**config.mk**
```make
export PLATFORM = sky130hd
export DESIGN_NAME = fifo_burst_reader
export DESIGN_NICKNAME = d
export VERILOG_FILES = /design/src/rtl/fifo_burst_reader.sv
export SDC_FILE = /design/constraint.sdc
export NUM_CORES = 1
export LEC_CHECK = 0
export CORE_ASPECT_RATIO = 1.2
export CORE_MARGIN = 3
export CORE_UTILIZATION = 45
export DETAILED_ROUTE_END_ITERATION = 8
export PLACE_DENSITY = 0.76
export SETUP_SLACK_MARGIN = 0.4
export SYNTH_ARGS = -nofsm -noshare
export SYNTH_HDL_FRONTEND = slang
export SYNTH_SLANG_ARGS = --single-unit
```
**constraint.sdc**
```tcl
create_clock -name ReadClk -period 10.1 [get_ports ReadClk]
set_input_delay 2.02 -clock ReadClk [delete_from_list [all_inputs] [get_ports ReadClk]]
set_output_delay 2.02 -clock ReadClk [all_outputs]
set_load 0.05 [all_outputs]
```
**src/rtl/fifo_burst_reader.sv**
```systemverilog
// Read-side burst consumer for a showahead FIFO: collects a burst (or times out),
// pops it and forwards the words on a valid/ready stream with a last marker.
module fifo_burst_reader #(
  parameter int DataWidth     = 32,
  parameter int RAMAddWidth   = 2,
  parameter int BurstLen      = 4,
  parameter int TimeoutCycles = 16
) (
  input  logic                   ReadClk,
  input  logic                   ReadReset,
  input  logic [DataWidth-1:0]   FifoReadData,
  input  logic                   FifoNotEmpty,
  input  logic [RAMAddWidth-1:0] FifoRdusedw,
  output logic                   FifoRead,
  output logic [DataWidth-1:0]   OutData,
  output logic                   OutValid,
  input  logic                   OutReady,
  output logic                   OutLast,
  input  logic                   Flush,
  output logic                   Busy,
  output logic [15:0]            BurstCount
);

  localparam int BW = RAMAddWidth + 1;
  localparam int TW = (TimeoutCycles > 1) ? $clog2(TimeoutCycles) : 1;

  localparam logic [1:0] S_IDLE  = 2'd0;
  localparam logic [1:0] S_WAIT  = 2'd1;
  localparam logic [1:0] S_BURST = 2'd2;
  localparam logic [1:0] S_DRAIN = 2'd3;

  logic [1:0]           state;
  logic [TW-1:0]        timer;
  logic [BW-1:0]        beats;
  logic [BW-1:0]        used;
  logic [15:0]          burst_count;

  logic [DataWidth-1:0] buf_data [2];
  logic [1:0]           buf_last;
  logic                 rd_ptr;
  logic                 wr_ptr;
  logic [1:0]           buf_count;
  logic                 push;
  logic                 pop;

  // A zero used-count on a non-empty FIFO means the count has wrapped at full depth.
  assign used = (FifoRdusedw == '0 && FifoNotEmpty) ? {1'b1, {RAMAddWidth{1'b0}}}
                                                     : {1'b0, FifoRdusedw};

  // Pop depends only on registered buffer state, never on OutReady.
  assign FifoRead = (state == S_BURST) & FifoNotEmpty & ~buf_count[1] &
                    (beats != '0) & ~Flush & ~ReadReset;

  assign push       = FifoRead;
  assign pop        = (buf_count != '0) & OutReady;
  assign OutValid   = (buf_count != '0);
  assign OutData    = OutValid ? buf_data[rd_ptr] : '0;
  assign OutLast    = OutValid & buf_last[rd_ptr];
  assign Busy       = (state != S_IDLE);
  assign BurstCount = burst_count;

  always_ff @(posedge ReadClk) begin
    if (ReadReset) begin
      state       <= S_IDLE;
      timer       <= '0;
      beats       <= '0;
      burst_count <= '0;
    end else if (Flush) begin
      state <= S_IDLE;
      beats <= '0;
    end else begin
      case (state)
        S_IDLE: begin
          if (FifoNotEmpty) begin
            state <= S_WAIT;
            timer <= '0;
          end
        end
        S_WAIT: begin
          if (used >= BW'(BurstLen)) begin
            state <= S_BURST;
            beats <= BW'(BurstLen);
          end else if (timer == TW'(TimeoutCycles - 1)) begin
            if (FifoNotEmpty) begin
              state <= S_BURST;
              beats <= used;
            end else begin
              state <= S_IDLE;
            end
          end else begin
            timer <= timer + 1'b1;
          end
        end
        S_BURST: begin
          if (FifoRead) begin
            beats <= beats - 1'b1;
            if (beats == BW'(1)) begin
              state       <= S_DRAIN;
              burst_count <= burst_count + 1'b1;
            end
          end
        end
        S_DRAIN: begin
          if (buf_count == '0) state <= S_IDLE;
        end
        default: state <= S_IDLE;
      endcase
    end
  end

  always_ff @(posedge ReadClk) begin
    if (ReadReset || Flush) begin
      rd_ptr    <= 1'b0;
      wr_ptr    <= 1'b0;
      buf_count <= '0;
      buf_last  <= '0;
    end else begin
      if (push) begin
        buf_last[wr_ptr] <= (beats == BW'(1));
        wr_ptr           <= ~wr_ptr;
      end
      if (pop) rd_ptr <= ~rd_ptr;
      case ({push, pop})
        2'b10:   buf_count <= buf_count + 1'b1;
        2'b01:   buf_count <= buf_count - 1'b1;
        default: buf_count <= buf_count;
      endcase
    end
  end

  always_ff @(posedge ReadClk) begin
    if (push) buf_data[wr_ptr] <= FifoReadData;
  end

endmodule

```
==> results of run 1 <==
==> layer usage <==
layer  up-vias  wire (um)
met5         -          0
met4         0        108
met3         9        662
met2       107       3932
met1      1372       3804
li1       1425          -
==> cell families after synthesis <==
kind of cell    Yosys count  synth area share (%)
buf+inv                  23                 2.443
compound gates           35                 5.098
xor+xnor                  5                 1.056
simple gates            136                 16.89
fa+ha+maj                 6                 1.810
mux                      44                 10.92
flops                    96                 61.78
==> metrics by stage <==
stage | std cells | utilization (%) | worst slack [ps] | area (um^2) | hold slack, ps
floorplan | 345 | - | 4710 | 4148 | 449.6
CTS | 553 | 61.02 | 3029 | 5368 | 486.7
finish | 553 | 61.02 | 3011 | 5368 | 485.6
detailed placement | 537 | 58.55 | 3038 | 5150 | 473.5
global route | 553 | 61.02 | 2868 | 5368 | 517.4
global placement | 537 | 58.55 | 3054 | 5150 | 470.4
==> power breakdown <==
group | internal, W | switching (W)
sequential | 0.000418 | 0.000000826
clock | 0.000139 | 0.000128
combinational | 0.0000167 | 0.0000113
total | 0.000574 | 0.000140
==> critical path, delay by kind of cell <==
| kind | cells | cell delay (ps) |
|---|---|---|
| buffers and inverters | 4 | 1830 |
| and+or+nand+nor | 2 | 1210 |
==> cell usage in the layout, fill, tap and decap left out, drive strengths merged, types with 3 or more instances in the layout <==
cell type      count
nand3             11
a21oi             14
nor2b             11
clkbuf             9
inv                7
o21ai              8
dfxtp             32
mux2              10
nor3               7
edfxtp            64
xnor2              3
nor2              55
nor3b              7
nand2              9
mux2i             34
nand4              3
nor4               5
o31ai              4
ha                 6
nand2b             4
clkdlybuf4s50     90
or2                3
or3                7
==> synth_stat cells (4+ instances only) <==
| cell | number |
|---|---|
| a21oi_1 | 14 |
| o21ai_0 | 8 |
| nand3_1 | 11 |
| nand2_1 | 9 |
| inv_1 | 6 |
| dfxtp_1 | 32 |
| nor2b_1 | 11 |
| nor3_1 | 7 |
| o31ai_1 | 4 |
| nor4_1 | 5 |
| nor3b_1 | 7 |
| ha_1 | 6 |
| mux2_2 | 10 |
| clkbuf_1 | 12 |
| mux2i_1 | 34 |
| nor2_1 | 55 |
| edfxtp_1 | 64 |
| nand2b_1 | 4 |
| or3_1 | 6 |
==> state kept, by name, summed over array words and instances, names as in the netlist, named ones only <==
register,cells
state,1
buf_count,2
beats,3
BurstCount,16
buf_data,64
rd_ptr,1
wr_ptr,1
timer,4
buf_last,2
==> layout make-up <==
class	count	area (um^2)	share of cell area (%)
clock buffers	9	123.9	2.308
clock inverters	7	93.84	1.748
multi-input cells	226	1501	27.97
repair buffers	92	915.9	17.06
flip-flops and latches	96	2564	47.76
well taps	117	146.4	2.727
inverters	6	22.52	0.4196
==> how the worst max path moves through the flow <==
stage / startpoint / endpoint / slack (ps) / cells past startpoint
4_1_cts: ReadReset / FifoRead / 3030 / 6
6_report: ReadReset / FifoRead / 3010 / 6
3_3_place_gp: ReadReset / FifoRead / 3050 / 6
2_1_floorplan: Flush / FifoRead / 4710 / 4
3_5_place_dp: ReadReset / FifoRead / 3040 / 6
5_1_grt: ReadReset / FifoRead / 2870 / 6
==> results.sh, run 1 <==
export IMPL_total_power_w=0.0007134
export IMPL_vias=2913
export IMPL_drcViolationCount=0
export IMPL_final_nets=476
export IMPL_gp_congestion=0.9192
export IMPL_max_slew_margin_pct=33.21
export IMPL_via_per_inst=5.268
export IMPL_hold_path_startpoint="buf_last[1]"
export IMPL_port_buffers=90
export IMPL_rsz0062_at_grt="no"
export IMPL_worstReg2RegStart="state[0]"
export IMPL_synth_seq_area_share_pct=61.78
export IMPL_finalSetupViolCount=0
export IMPL_gr_max_usage_layer="met2"
export IMPL_cpMaxStageDelayCell="clkdlybuf4s50_1"
export IMPL_worst_pin_slew_ps=1002
export IMPL_postCtsSetupBuffers=0
export IMPL_ys_flop_type="edfxtp_1"
export IMPL_tritoncts="yes"
export IMPL_hold_depth=2
export IMPL_finClkSkew_ps=11.20
export IMPL_syn_cell_area_um2=4148
export IMPL_cts_num_sinks=96
export IMPL_dieArea_um2=10410
export IMPL_clk_pin_slew_ps=90
export IMPL_antennaDiodeCount=0
export IMPL_io_pin_count=91
export IMPL_post_route_period_util_pct=70.19
export IMPL_cp_end_kind="primary output"
export IMPL_hp_class="register to register"
export IMPL_insertion_delay_ps=360
export IMPL_dr_pass1_iters=4
export IMPL_root_buffer="clkbuf_8"
export IMPL_antenna_found_initial=0
export IMPL_synth_enable_flop_cells=64
export IMPL_cp_max_fo=34
export IMPL_arrival_ps=5070
export IMPL_grt_overflow=0
export IMPL_max_freq_ghz=0.1411
export IMPL_yosys_cell_types_count=42
export IMPL_drtIter0Drc=66
export IMPL_r2r_cells=3
export IMPL_grt_start_max_net_pins=35
export IMPL_ctsResizeCount=0
export IMPL_wl_um=8508
export IMPL_maxCapViolations=0
export IMPL_cts_max_level=3
export IMPL_post_drt_wl_per_cell_um=15.39
export IMPL_gr_usage_met2_pct=26.34
export IMPL_finalSetupTns_ps=0
export IMPL_synthArstFlopShare_pct=0
export IMPL_cpMostUsedCell="clkdlybuf4s50_1"
export IMPL_detailed_place_hpwl_um=5827
export IMPL_grt_use_total_pct=16.67
export IMPL_dieHeight_um=111.2
export IMPL_avgSynthCellArea_um2=12.02
export IMPL_ir_drop_mv=0.07665
export IMPL_outcome="finished clean"
export IMPL_synthCells=345
export IMPL_leakagePower_nw=1.689
export IMPL_yosysTopAreaCellShare_pct=46.33
export IMPL_hold_end="buf_last[1]"
export IMPL_holdBufCountCts=0
export IMPL_r2r_end="buf_data[1][2]"
export IMPL_hold_viol=0
export IMPL_drive_above_1_share_pct=8.028
export IMPL_yosys_warnings=0
export IMPL_crit_type="input port to primary output"
export IMPL_initial_core_util_pct=47.16
export IMPL_min_period_ps=7089
export IMPL_cts_buffers=9
export IMPL_area_growth_syn_to_layout_pct=29.41
export IMPL_met3_usage_pct=5.431
export IMPL_ctsLongestPathBuffers=2
export IMPL_crit_chain="clkdlybuf4s50_1 > buf_4 > or4b_1 > or3_1 > inv_1 > clkdlybuf4s50_1"
export IMPL_p_per_area_nw_per_um2=132.9
export IMPL_synth_fp_nets=390
export IMPL_die_x_um=93.64
export IMPL_nFillCells=702
export IMPL_fp_coreArea_um2=8796
export IMPL_grt_pass1_wl_um=13780
export IMPL_ys_top_cells_by_area="edfxtp_1 46%, dfxtp_1 15%, mux2i_1 8.2%"
export IMPL_grt_pass1_vias=2873
export IMPL_r2r_slack_ps=7140
export IMPL_synth_seq_cells=96
export IMPL_grtUsageMet1_pct=21.61
export IMPL_cp_start_kind="input port"
export IMPL_slew_violations=0
export IMPL_yosys_area_top_type="edfxtp_1"
export IMPL_fp_row_count=37
export IMPL_max_stage_delay_ps=850
export IMPL_ant_nets=0
export IMPL_required_ps=8080
Power figures use the tool's default switching activity.
==> inputs of run 2 (changes only) <==
clock period = 6.7 ns   (was 10.1 ns; I/O delays follow)
==> results.sh, run 2 (synthesis results as in run 1) <==
export IMPL_cpMaxStageDelayCell="clkdlybuf4s50_1"
export IMPL_grt_overflow=0
export IMPL_layout_cells_most_common="clkdlybuf4s50_1"
export IMPL_fin_cells=554
export IMPL_via_per_inst=5.451
export IMPL_crit_chain="clkdlybuf4s50_1 > buf_4 > or4b_1 > or3_1 > inv_1 > clkdlybuf4s50_1"
export IMPL_crit_cells=6
export IMPL_fp_row_count=37
export IMPL_crit_type="input port to primary output"
export IMPL_max_stage_delay_ps=850
export IMPL_required_ps=5360
export IMPL_ant_nets=0
export IMPL_cts_buffers=9
export IMPL_dpl_cell_count=538
export IMPL_clk_pin_slew_ps=80
export IMPL_holdBufCountCts=0
export IMPL_hp_class="register to register"
export IMPL_grt_use_total_pct=16.73
export IMPL_dr_pass1_iters=5
export IMPL_drtIter0Drc=126
export IMPL_finClkSkew_ps=7.272
export IMPL_post_route_period_util_pct=77.87
export IMPL_finalSetupViolCount=0
export IMPL_cpMostUsedCell="clkdlybuf4s50_1"
export IMPL_rsz0062_at_grt="no"
export IMPL_postCtsSetupBuffers=0
export IMPL_max_freq_ghz=0.1917
export IMPL_area_growth_syn_to_layout_pct=29.05
export IMPL_final_nets=477
export IMPL_finalSetupTns_ps=0
export IMPL_regMostFlops="buf_data"
export IMPL_port_buffers=90
export IMPL_cts_max_level=3
export IMPL_antennaDiodeCount=0
export IMPL_initial_core_util_pct=47.16
export IMPL_fp_coreArea_um2=8796
export IMPL_ctsResizeCount=0
export IMPL_pre_cts_ws_ps=1497
export IMPL_antenna_found_initial=0
export IMPL_slew_violations=0
export IMPL_die_x_um=93.64
export IMPL_min_period_ps=5217
export IMPL_drcViolationCount=0
export IMPL_insertion_delay_ps=360
export IMPL_gp_congestion=0.9108
export IMPL_ctsLongestPathBuffers=2
export IMPL_detailed_place_hpwl_um=5860
export IMPL_hold_viol=0
export IMPL_grt_start_max_net_pins=35
export IMPL_r2r_cells=4
export IMPL_drive_above_1_share_pct=8.009
export IMPL_ir_drop_mv=0.09791
export IMPL_leakagePower_nw=1.684
export IMPL_dieArea_um2=10410
export IMPL_critical_path_buf_inv_count=4
export IMPL_io_pin_count=91
export IMPL_cp_max_fo=34
export IMPL_p_per_area_nw_per_um2=194.4
export IMPL_critPathTopFamily="buffers and inverters"
export IMPL_maxCapViolations=0
export IMPL_dieHeight_um=111.2
export IMPL_root_buffer="clkbuf_8"
export IMPL_grt_pass1_vias=2840
export IMPL_tritoncts="yes"
export IMPL_largest_reg_flops=64
export IMPL_max_slew_margin_pct=33.76
export IMPL_wl_um=8620
export IMPL_final_util_pct=60.85
export IMPL_vias=3020
export IMPL_worst_pin_slew_ps=993.6
export IMPL_cp_end_kind="primary output"
export IMPL_cp_start_kind="input port"
export IMPL_post_drt_wl_per_cell_um=15.56
export IMPL_arrival_ps=3880
export IMPL_outcome="finished clean"
export IMPL_cts_num_sinks=96
export IMPL_layout_cells_most_common_list="90 x clkdlybuf4s50_1, 64 x edfxtp_1, 52 x nor2_1, 34 x mux2i_1, 31 x dfxtp_1"
export IMPL_grt_pass1_wl_um=13770
export IMPL_finalWorstSetupSlack_ps=1483
export IMPL_hold_depth=2
-- run 2: cell types whose count changed in the layout (fill, tap and decap cells not counted), sizes merged --
| cell | before | now |
|---|---|---|
| clkinv | 2 | 3 |
| buf | 2 | 3 |
| clkbuf | 9 | 10 |
| bufinv | 2 | 1 |
| clkinvlp | 2 | 1 |
-- run 2: worst reg2reg max path, stage by stage (launching register included) --
cell	delay, ps
dfxtp_1	420
or4b_1	560
or3_1	340
buf_4	240
nor2_4	720
-- run 2: layer usage --
layer | track usage [%] | wire length [um] | vias to the layer above
li1 | - | - | 1430
met1 | 22.59 | 3733 | 1441
met2 | 26.34 | 4092 | 136
met3 | 5.160 | 691 | 13
met4 | 4.143 | 102 | 0
met5 | 0 | 0 | -
-- run 2: path summary, 6_finish.rpt --
check              startpoint              end  slack (ps)
hold reg to reg   buf_last[0]      buf_last[0]         480
setup / recovery    ReadReset         FifoRead        1480
hold / removal    buf_last[0]      buf_last[0]         480
setup reg to reg     state[0]  buf_data[1][13]        4030
-- run 2: cell type report --
type / instances / area (um^2)
multi-input combinational: 226 / 1501
timing repair buffer: 93 / 923.4
clock buffer: 10 / 127.6
clock inverter: 6 / 67.56
sequential: 96 / 2564
inverter: 6 / 22.52
fill: 714 / 3443
tap: 117 / 146.4
-- run 2: through the flow --
step,instance area (um^2),power [W],hold slack [ps]
floorplan,4148,0.0006572,449.6
global placement,5157,0.0006857,468.5
detailed placement,5157,0.0006869,469.3
CTS,5353,0.001054,481.3
global route,5353,0.001079,518.9
finish,5353,0.001040,481.2
-- run 2: where the power goes --
group / internal, W / leakage, nW / total [W] / switching [W]
Sequential: 0.000630 / 0.833 / 0.000631 / 0.00000127
Combinational: 0.0000251 / 0.756 / 0.0000422 / 0.0000171
Clock: 0.000174 / 0.0945 / 0.000367 / 0.000193
==> inputs of run 3 (changes only) <==
clock period = 5 ns   (was 6.7 ns; I/O delays follow)
==> results.sh, run 3 (synthesis results as in run 1) <==
export IMPL_post_route_period_util_pct=81.66
export IMPL_ir_drop_mv=0.1665
export IMPL_finalWorstSetupSlack_ps=916.8
export IMPL_worst_pin_slew_ps=992.8
export IMPL_cp_end_kind="primary output"
export IMPL_drtIter0Drc=79
export IMPL_leakagePower_nw=1.689
export IMPL_vias=2890
export IMPL_cts_buffers=9
export IMPL_wl_um=8275
export IMPL_port_buffers=90
export IMPL_max_slew_margin_pct=33.81
export IMPL_regMostFlops="buf_data"
export IMPL_max_freq_ghz=0.2449
export IMPL_cts_max_level=3
export IMPL_holdWs_ps=481.6
export IMPL_crit_type="input port to primary output"
export IMPL_ctsResizeCount=0
export IMPL_grt_pass1_vias=2941
export IMPL_io_pin_count=91
export IMPL_dieHeight_um=111.2
export IMPL_layout_cells_most_common="clkdlybuf4s50_1"
export IMPL_dr_pass1_iters=6
export IMPL_largest_reg_flops=64
export IMPL_cts_num_sinks=96
export IMPL_area_growth_syn_to_layout_pct=29.05
export IMPL_grt_use_total_pct=16.56
export IMPL_fp_coreArea_um2=8796
export IMPL_ctsLongestPathBuffers=2
export IMPL_finalSetupViolCount=0
export IMPL_cp_max_fo=26
export IMPL_finClkSkew_ps=6.992
export IMPL_min_period_ps=4083
export IMPL_total_power_w=0.001376
export IMPL_initial_core_util_pct=47.16
export IMPL_die_x_um=93.64
export IMPL_nFillCells=700
export IMPL_drive_above_1_share_pct=8.467
export IMPL_tritoncts="yes"
export IMPL_p_per_area_nw_per_um2=257.2
export IMPL_rsz0062_at_grt="no"
export IMPL_slew_violations=0
export IMPL_post_drt_wl_per_cell_um=14.94
export IMPL_hold_viol=0
export IMPL_grt_start_max_net_pins=35
export IMPL_postCtsSetupBuffers=0
export IMPL_grt_pass1_wl_um=13830
export IMPL_maxCapViolations=0
export IMPL_arrival_ps=3080
export IMPL_dieArea_um2=10410
export IMPL_detailed_place_hpwl_um=5665
export IMPL_holdBufCountCts=0
export IMPL_root_buffer="clkbuf_8"
export IMPL_cp_start_kind="input port"
export IMPL_outcome="finished clean"
export IMPL_gp_congestion=0.8043
export IMPL_layout_cells_most_common_list="89 x clkdlybuf4s50_1, 64 x edfxtp_1, 52 x nor2_1, 34 x mux2i_1, 31 x dfxtp_1"
export IMPL_via_per_inst=5.217
export IMPL_final_nets=477
export IMPL_insertion_delay_ps=350
export IMPL_finalSetupTns_ps=0
export IMPL_antenna_found_initial=0
export IMPL_hp_class="register to register"
export IMPL_pre_cts_ws_ps=916.4
export IMPL_drcViolationCount=0
export IMPL_required_ps=4000
export IMPL_antennaDiodeCount=0
export IMPL_ant_nets=0
export IMPL_grt_overflow=0
export IMPL_fp_row_count=37
export IMPL_clk_pin_slew_ps=100
==> run 3: cell count changes in the layout (fill, tap and decap cells not counted), sizes merged <==
cell | previous run | this run
clkinvlp | 1 | 0
inv | 7 | 10
clkdlybuf4s50 | 90 | 89
buf | 3 | 4
clkinv | 3 | 2
bufinv | 1 | 0
==> run 3: cell type report <==
class	count	area, um^2	share of cell area (%)
Tap cell	117	146.4	2.735
Multi-Input combinational cell	226	1501	28.05
Inverter	6	22.52	0.4208
Sequential cell	96	2564	47.90
Timing Repair Buffer	93	933.4	17.44
Clock inverter	6	57.56	1.075
Clock buffer	10	127.6	2.384
==> run 3: per-stage QoR <==
stage / utilization, % / std cells / instance area [um^2]
after floorplan: - / 345 / 4148
after global placement: 58.75 / 538 / 5167
after detailed placement: 58.75 / 538 / 5167
after CTS: 60.85 / 554 / 5353
after global routing: 60.85 / 554 / 5353
final: 60.85 / 554 / 5353
==> run 3: worst paths after layout <==
check | startpoint | to | slack (ps) | depth (start not counted)
hold reg to reg | buf_last[0] | buf_last[0] | 480 | 2
setup / recovery | Flush | FifoRead | 920 | 6
setup reg to reg | state[0] | buf_data[0][23] | 2370 | 4
hold / removal | buf_last[0] | buf_last[0] | 480 | 2
==> run 3: worst max-delay path: stages <==
cell,delay (ps)
clkdlybuf4s50_1,560
or4b_1,560
or3_1,320
buf_4,230
inv_1,240
buf_12,180
==> run 3: per-layer routing <==
layer | GRT usage (%) | part of all wire [%]
met1 | 20.91 | 45
met2 | 27.62 | 47
met3 | 5.363 | 6.9
met4 | 3.757 | 0.66
met5 | 0 | 0
==> run 3: power by group <==
group	switching, W	total, W	internal (W)
clock network	0.000280	0.000473	0.000193
logic	0.0000234	0.0000571	0.0000337
registers	0.00000161	0.000846	0.000844
total	0.000305	0.00138	0.00107
==> patch (settings of run 2) <==
The parameter `TimeoutCycles` goes from 16 to 32.
--- a/src/rtl/fifo_burst_reader.sv
+++ b/src/rtl/fifo_burst_reader.sv
@@ -5,5 +5,5 @@
   parameter int RAMAddWidth   = 2,
   parameter int BurstLen      = 4,
-  parameter int TimeoutCycles = 16
+  parameter int TimeoutCycles = 32
 ) (
   input  logic                   ReadClk,
Behaviour: same outputs for any inputs over 4 cycles, from zero or initial values and one cycle with ReadReset high; that may be too few to reach the edited logic, so the function may still have changed.
==> patch against run 2 <==
Count of clock-buffer cells in the layout up 2. Setup slack better by 140 ps. Critical path depth stayed put. Utilization grew 0.071 points. Wire length decreased by 2.9%. Largest cell class unchanged. Total power rose by 2.1%. Area after synthesis is essentially flat. Sequential cell count is 1 higher. Via count decreased by 4.1%. Hold slack lost 6.9 ps. First-iteration DRC count is 20% lower. Register-to-register slack improved by 270 ps. Critical path type unchanged. Final area increased by 0.12%.
==> patch: results (changes against run 2) <==
| Metric | Value |
|---|---|
| HPWL Detailed | `5720 um (was 5860 um)` |
| FF-to-FF End | `buf_data[0][10] (was buf_data[1][13])` |
| FF-to-FF Start | `beats[0] (was state[0])` |
| Final hold violations | `0 (unchanged)` |
| Post-Route WL | `8368 um (was 8620 um)` |
| Placed Area | `0.005152 mm2 (was 0.005157 mm2)` |
| Placed cell count | `535 (was 538)` |
| Synth unique cells | `45 (was 42)` |
| Total internal power | `0.8541 mW (was 0.8292 mW)` |
| Hold path start | `beats[1] (was buf_last[0])` |
| Seq/Total Area, Yosys | `62.24% (was 61.78%)` |
| Critical path fanouts, max | `27 (was 34)` |
| Top post-synthesis cells by area | `edfxtp_1 (46%), dfxtp_1 (16%), mux2i_1 (8.0%) (was edfxtp_1 (46%), dfxtp_1 (15%), mux2i_1 (8.2%))` |
| Most frequent cells after synthesis | `edfxtp_1 (64), nor2_1 (52), dfxtp_1 (33), mux2i_1 (33), a21oi_1 (19) (was edfxtp_1 (64), nor2_1 (55), mux2i_1 (34))` |
| Pleak | `1.702 nW (was 1.684 nW)` |
| Initial detailed-routing violation count | `101 (was 126)` |
| Largest net degree at the start of global routing | `33 (was 35)` |
| Total track usage | `16.33% (was 16.73%)` |
| Maximum vdd drop | `0.00008419 V (was 0.00009791 V)` |
| P_seq | `0.637 mW (was 0.631 mW)` |
| Status | `completed (unchanged)` |
| Drt first pass iters | `4 (was 5)` |
| R2R Setup Slk | `4300 ps (was 4030 ps)` |
| DR WL/cell | `15.19 um (was 15.56 um)` |
| Layout Nets | `475 (was 477)` |
| Syn Nets | `387 (was 390)` |
| Number of global-route vias before repair | `2,834 (was 2,840)` |
| Total negative setup slack | `0 ps (unchanged)` |
| Slew headroom | `31.41% (was 33.76%)` |
| Synthesized instance count | `341 (was 345)` |
| First-pass GRT wire length | `13,490 um (was 13,770 um)` |
| Share of cells above drive strength 1 | `7.143% (was 8.009%)` |
| Min Hold Slack | `474.4 ps (was 481.2 ps)` |
| GP Congestion | `0.7831 (was 0.9108)` |
| Via density | `5.258 (was 5.451)` |
| Arrival time worst endpoint | `3730 ps (was 3880 ps)` |
| Clk_skew | `8.367 ps (was 7.272 ps)` |
| Clk pwr share | `36.2% (was 35.3%)` |
| Worst R2R Path Depth | `5 (was 4)` |
## patch: cell count changes in the layout (fill, tap and decap cells not counted), sizes merged, moves of 3 or more
cell,run 2,this run
a21oi,14,19
a22o,0,3
a31oi,0,3
inv,7,10
mux2,10,4
nand2,9,16
nor2,55,52
nor2b,11,6
nor3,7,0
nor3b,7,1
o211ai,0,4
or4,2,7
## patch: area by class of cell
class	instances	area (um2)
fill	722	3437
sequential	97	2584
multi-input combinational	220	1473
timing repair buffer	92	915.9
clock buffer	12	155.1
tap	117	146.4
clock inverter	4	51.30
inverter	9	33.78
## patch: how the worst max path moves through the flow
stage                          from             end  slack, ps
final                     ReadReset        FifoRead       1630
after global routing      ReadReset        FifoRead       1500
after CTS                 ReadReset        FifoRead       1610
after detailed placement  ReadReset        FifoRead       1630
after global placement    ReadReset        FifoRead       1680
after floorplan           ReadReset  buf_data[0][0]       2820
## patch: routing by layer
metal	part of all wire (%)	global-route usage, %	vias up
li1	-	-	1430
met1	45	21.40	1371
met2	49	26.53	88
met3	5.5	2.648	8
met4	1.0	7.225	0
met5	0	0	-
## patch: kinds of logic after synthesis
| kind of cell | synth area share (%) |
|---|---|
| flip-flops | 62.24 |
| adder cells (fa/ha/maj) | 2.111 |
| AND/OR/NAND/NOR | 15.68 |
| multiplexers | 9.047 |
| XOR/XNOR | 1.056 |
| AO/OA/AOI/OAI | 7.177 |
| buffers and inverters | 2.684 |
## patch: critical path: stages
cell	delay, ps
clkdlybuf4s50_1	400
buf_4	220
nor4b_4	340
nand3_2	370
inv_2	220
clkdlybuf4s50_1	830
## patch: metrics by stage
stage          power, mW  setup WS (ps)
2_1_floorplan     0.6627           2818
3_3_place_gp      0.6899           1678
3_5_place_dp      0.6912           1630
4_1_cts            1.073           1615
5_1_grt            1.101           1495
6_report           1.062           1627
